**src/rtl/ff_counter_pkg.sv**
```systemverilog
// Shared constants for the flip-flop and counter stage.
package ff_counter_pkg;

  localparam logic DIR_UP   = 1'b1;
  localparam logic DIR_DOWN = 1'b0;

  localparam int DEF_MODULUS = 10;

endpackage

```
**src/rtl/rising_edge_detect.sv**
```systemverilog
// Rising-edge detector for a signal already in the clock domain.
// The history register resets to 1 so a level that is already high when reset
// releases is not reported as an edge.
module rising_edge_detect (
  input  logic clock,
  input  logic reset,
  input  logic sig_in,
  output logic edge_out
);

  logic q_hist;

  // Track the previous sample every cycle.
  always_ff @(posedge clock) begin
    if (reset) begin
      q_hist <= 1'b1;
    end else begin
      q_hist <= sig_in;
    end
  end

  assign edge_out = sig_in & ~q_hist;

endmodule

```
**src/rtl/ff_edge_counter.sv**
```systemverilog
// Counts rising edges of the upstream flip-flop output modulo MODULUS.
// Supports up/down counting, synchronous load with clamping, a terminal-count
// pulse on wrap and a sticky overflow flag.
module ff_edge_counter
  import ff_counter_pkg::*;
#(
  parameter  int MODULUS = DEF_MODULUS,
  localparam int W       = $clog2(MODULUS)
) (
  input  logic         clock,
  input  logic         reset,
  input  logic         q_in,
  input  logic         enable,
  input  logic         up_down,
  input  logic         load,
  input  logic [W-1:0] load_value,
  input  logic         clear_ovf,
  output logic [W-1:0] count,
  output logic         edge_pulse,
  output logic         tc_pulse,
  output logic         ovf_flag
);

  localparam logic [W-1:0] MAX_CNT = W'(MODULUS - 1);
  localparam logic [W:0]   MOD_EXT = (W + 1)'(MODULUS);

  logic         q_edge;
  logic [W-1:0] count_nxt;
  logic         wrap;

  rising_edge_detect u_edge (
    .clock    (clock),
    .reset    (reset),
    .sig_in   (q_in),
    .edge_out (q_edge)
  );

  // Next count and wrap detection; load overrides and drops a coincident edge.
  always_comb begin
    count_nxt = count;
    wrap      = 1'b0;
    if (load) begin
      if ({1'b0, load_value} >= MOD_EXT) begin
        count_nxt = MAX_CNT;
      end else begin
        count_nxt = load_value;
      end
    end else if (enable && q_edge) begin
      if (up_down == DIR_UP) begin
        if (count == MAX_CNT) begin
          count_nxt = '0;
          wrap      = 1'b1;
        end else begin
          count_nxt = count + W'(1);
        end
      end else begin
        if (count == '0) begin
          count_nxt = MAX_CNT;
          wrap      = 1'b1;
        end else begin
          count_nxt = count - W'(1);
        end
      end
    end
  end

  // Registered count, pulses and sticky flag; a wrap beats a simultaneous clear.
  always_ff @(posedge clock) begin
    if (reset) begin
      count      <= '0;
      edge_pulse <= 1'b0;
      tc_pulse   <= 1'b0;
      ovf_flag   <= 1'b0;
    end else begin
      count      <= count_nxt;
      edge_pulse <= q_edge;
      tc_pulse   <= wrap;
      ovf_flag   <= wrap | (ovf_flag & ~clear_ovf);
    end
  end

endmodule

```
**config.mk**
```make
export PLATFORM = sky130hd
export DESIGN_NAME = ff_edge_counter
export DESIGN_NICKNAME = d
export VERILOG_FILES = /design/src/rtl/ff_counter_pkg.sv /design/src/rtl/rising_edge_detect.sv /design/src/rtl/ff_edge_counter.sv
export SDC_FILE = /design/constraint.sdc
export NUM_CORES = 1
export LEC_CHECK = 0
export ABC_AREA = 0
export BUFFER_PORTS_ARGS = -buffer_cell sky130_fd_sc_hd__buf_2
export CORE_AREA = 2 2 39 41
export DETAILED_ROUTE_END_ITERATION = 10
export DIE_AREA = 0 0 41 43
export PLACE_DENSITY = 0.61
export SLEW_MARGIN = 10
export SYNTH_ARGS = -nofsm -noshare
export SYNTH_HDL_FRONTEND = slang
export SYNTH_HIERARCHICAL = 1
export SYNTH_SLANG_ARGS = --single-unit
```
**constraint.sdc**
```tcl
create_clock -name clock -period 2.7 [get_ports clock]
set_clock_uncertainty 0.2 [all_clocks]
set_input_delay 0.135 -clock clock [delete_from_list [all_inputs] [get_ports clock]]
set_output_delay 0.135 -clock clock [all_outputs]
set_load 0.005 [all_outputs]
```
After elaboration in Yosys (flattened, before gate mapping)
Index checks and enable logic that the tools add are counted.

Bitwise logic cells: 5. Add/subtract/negate cells: 2. Order comparisons: 1. Equal/unequal tests: 1. Reductions and logical operators: 3. Mux-type cells: 11.

Operators by type and width (number): 2-to-1 mux 4 bit (6); 2-to-1 mux 1 bit (5); adder 4 x 1 -> 4 bit (second input constant) (1); equality test 4 bit (second input constant) (1); greater-or-equal comparator 4 bit (second input constant) (1); zero test 4 bit (1); subtractor 4 x 1 -> 4 bit (second input constant) (1); AND 1 bit (2); NOT 1 bit (2); nonzero test 2 bit (1); logical AND 1 bit (1); bitwise OR 1 bit (1).

Logic and storage cells: 28. Bits in registers: 8.

Longest topological paths before layout
Depth after elaboration: 6. Mapped depth: 5. Gate-level depth less buffers: 5.

Cells and area by module
The synthesis kept the hierarchy.

Modules (own cells, without submodules): ff_edge_counter (cells each 56, area each 447.9 sq um, instances 1, sequential area each 140.1 sq um); rising_edge_detect (cells each 3, area each 32.5 sq um, instances 1, sequential area each 20.0 sq um).

Worst setup path after synthesis
Ideal clock, no wire load.

Kind: register to register. From: reg count[1]. To: reg count[2]. Library setup time: 0.079 ns. Stages on the path, launching flop included: 6. Required time: 2.421 ns. Path buffers: 1. Arrival: 1.440 ns. Slack: 0.981 ns. Cells stage by stage: dfxtp_1 > buf_6 > or4b_4 > a211oi_2 > a221oi_1 > a211oi_2.

Longest elaborated chain between the ends: 5. Elaborated cells on any way between the ends: 9. Those cells by class: add/sub: 2; eq/ne: 1; mux: 5; reduce/logical: 1.

RTL lines: from (decl) (line ff_edge_counter.sv:18) `output logic [W-1:0] count,`; from (signal assigned) (line ff_edge_counter.sv:75) `count <= count_nxt;`; subtractor 4 x 1 -> 4 bit, or another cell as far along (line ff_edge_counter.sv:61) `count_nxt = count - W'(1);`; 2-to-1 mux 4 bit, on equally long branches (line ff_edge_counter.sv:57, ff_edge_counter.sv:50); 2-to-1 mux 4 bit (*) (line ff_edge_counter.sv:49) `if (up_down == DIR_UP) begin`; 2-to-1 mux 4 bit (*) (line ff_edge_counter.sv:48) `end else if (enable && q_edge) begin`; 2-to-1 mux 4 bit (*) (line ff_edge_counter.sv:42) `if (load) begin`.

Every way passes the cells marked *; elsewhere a longest branch is shown, timed or not. The select of a mux whose other input is x is not followed. A chain may end at the register's enable or synchronous reset.

Final worst setup path
From: in q_in. To: reg count[0].

Longest elaborated chain between the ends: 3.

RTL lines: from (decl) (line ff_edge_counter.sv:12) `input logic q_in,`; AND 1 bit (line rising_edge_detect.sv:22) `assign edge_out = sig_in & ~q_hist;`; via q_edge (line ff_edge_counter.sv:27) `logic q_edge;`; logical AND 1 bit (line ff_edge_counter.sv:48); nonzero test 2 bit (no source line).

The timed path passes the listed nets, and every way through them passes these cells.

==> flow_metrics.env <==
export IMPL_status="complete, no violations"
export IMPL_die_x_um=41
export IMPL_syn_inst=59
export IMPL_grt_pass1_wl_um=1640
export IMPL_synth_largest_area_cell="dfxtp_1"
export IMPL_syn_avg_cell_area_um2=8.14
export IMPL_synth_seq_cells=8
export IMPL_coreArea_um2=1380
export IMPL_arrival_ns=2.13
export IMPL_cts_sinks=8
export IMPL_htreeDepth=1
export IMPL_crit_path_end_kind="flip-flop"
export IMPL_fin_ws_ns=0.574
export IMPL_wl_per_cell_um=11.7
export IMPL_hold_viol_final=0
export IMPL_hp_class="input port to flip-flop"
export IMPL_rows=14
export IMPL_grt_overflow=0
export IMPL_reg2reg_slack_ns=0.81
export IMPL_required_ns=2.70
export IMPL_synth_top_cell_area_share_pct=33.3
export IMPL_drc=0
export IMPL_vias=510
export IMPL_num_antenna_cells=0
export IMPL_worstSetupPathType="input port to flip-flop"
export IMPL_p_leak_nw=0.267
export IMPL_wl_um=1120
export IMPL_cts_buffer_depth=2
export IMPL_cp_max_fo=3
export IMPL_cellPowerDensity_nw_per_um2=455
export IMPL_drv_cap=0
export IMPL_grt_max_degree=14
export IMPL_finalCriticalPeriod_ns=2.13
export IMPL_cts_root_buf="clkbuf_4"
export IMPL_worst_pin_slew_ns=0.419
export IMPL_maxSlewViolCount=0
export IMPL_ys_top_cells_by_area="dfxtp_1, nor2_1, a211oi_2"
export IMPL_numCtsBuffers=3
export IMPL_postCtsSetupRepairBufs=0
export IMPL_synth_distinct_cells=28
export IMPL_post_dp_hpwl_um=782
export IMPL_relSlewSlack_pct=72.0
export IMPL_grt_total_usage_pct=13.9
export IMPL_crit_path_end="count[0]"
export IMPL_rsz0062_at_grt="false"
export IMPL_final_cell_mix="buf_2, nor2_1, dfxtp_1"
export IMPL_vias_per_cell=5.31
export IMPL_max_freq_ghz=0.470
export IMPL_r2r_end="count[0]"
export IMPL_synthesis_nets=70
export IMPL_antenna_found_initial=0
export IMPL_clock_latency_ns=0.26
export IMPL_ioPinCount=18
export IMPL_synth_ff_type="dfxtp_1"
export IMPL_die_area_um2=1760
export IMPL_clk_pin_slew_ns=0.06
export IMPL_drt_iter0_drc=3
export IMPL_drtAntennaViolNets=0
export IMPL_ys_warn_count=6
export IMPL_fp_dieH_um=43
export IMPL_async_flop_share_pct=0
export IMPL_irDropWorstVdd_mv=0.200
export IMPL_synth_edf_count=0
export IMPL_crit_path_start_kind="input port"
export IMPL_fin_crit_sh_pct=78.8
export IMPL_grt_pass1_vias=412
export IMPL_tritoncts="yes"
export IMPL_nets=93
export IMPL_r2r_cells=5
export IMPL_initial_core_util_pct=34.7
export IMPL_final_layout_size_suffix_gt1_share_pct=28.7
export IMPL_netlist_area_um2=480
export IMPL_ys_seq_area_share_pct=33.3
export IMPL_startpoint="q_in"
export IMPL_finalSetupViolations=0
export IMPL_syn_to_final_growth_pct=32.0
export IMPL_mostFrequentLayoutCell="buf_2"
export IMPL_dr_pass1_iters=4
export IMPL_setup_tns_ns=0
export IMPL_r2r_start="u_edge/q_hist"
export IMPL_place_ws_ns=0.920
export IMPL_gp_congestion=0.741
export IMPL_numPortBuffers=17
## worst max-delay path, stage by stage
cell	delay [ns]
dlygate4sd3_1	0.52
buf_2	0.10
nor2b_1	0.19
nand2_1	0.15
xor2_1	0.17
a221oi_1	0.28
dlygate4sd3_1	0.58
## synth_stat cells (2+ instances only)
cell      n
nand2b_1  2
a211oi_2  2
dfxtp_1   8
nor3_1    5
nand3_1   2
a21oi_1   2
inv_1     2
xor2_1    2
nor2b_1   2
a221oi_1  2
o21ai_0   4
clkbuf_1  2
nand2_1   2
nor2_1    8
## logic make-up (layout without fill, tap and decap cells)
family	after synthesis	after routing	synth area share, %
compound gates	16	16	26.0
simple gates	26	26	28.6
flops	8	8	33.3
buf+inv	6	27	6.51
xor+xnor	3	3	5.47
## per-layer routing
metal  vias up  routed length (um)  global-route usage, %
met3         2                  51                   3.14
met5         -                   0                      0
met1       230                 544                   16.4
met4         0                  15                   8.00
met2        19                 508                   21.6
li1        259                   -                      -
## how the worst min path moves through the flow
stage               startpoint             to  slack [ns]  cells past startpoint
global placement          q_in  u_edge/q_hist        0.13                      2
detailed placement        q_in  u_edge/q_hist        0.13                      2
global route              load       count[1]        0.09                      3
finish                    load       count[1]        0.08                      3
floorplan                reset       count[2]     -0.0004                      1
CTS                       load       count[1]        0.07                      3
## report_power, final
part | internal [mW] | switching (mW)
clock network | 0.0510 | 0.0424
logic | 0.0317 | 0.0264
registers | 0.124 | 0.0132
total | 0.207 | 0.0820
## area by class of cell
cell class,instances,area [um2]
fill,147,749
multi-input combinational,45,289
sequential,8,160
timing repair buffer,22,135
clock buffer,3,22.5
tap,16,20.0
inverter,2,7.51
## what timing repair did
item,CTS,global route
hold endpoints to repair,7,0
resized for setup,0,0
hold buffers,5,0
## stage by stage
step | instance area, um2 | util, % | power (mW) | cells | hold WS [ns]
detailed placement | 562 | 40.6 | 0.191 | 88 | 0.132
finish | 634 | 45.8 | 0.289 | 96 | 0.0841
global route | 634 | 45.8 | 0.306 | 96 | 0.0897
global placement | 562 | 40.6 | 0.191 | 88 | 0.128
CTS | 634 | 45.8 | 0.291 | 96 | 0.0744
floorplan | 480 | - | 0.174 | 59 | -0.000354
## registers in the layout, indices dropped and copies added (netlist names)
register and flops:
ovf_flag 1, count 4, edge_pulse 1, u_edge/q_hist 1, tc_pulse 1
(Power assumes the default switching activity.)
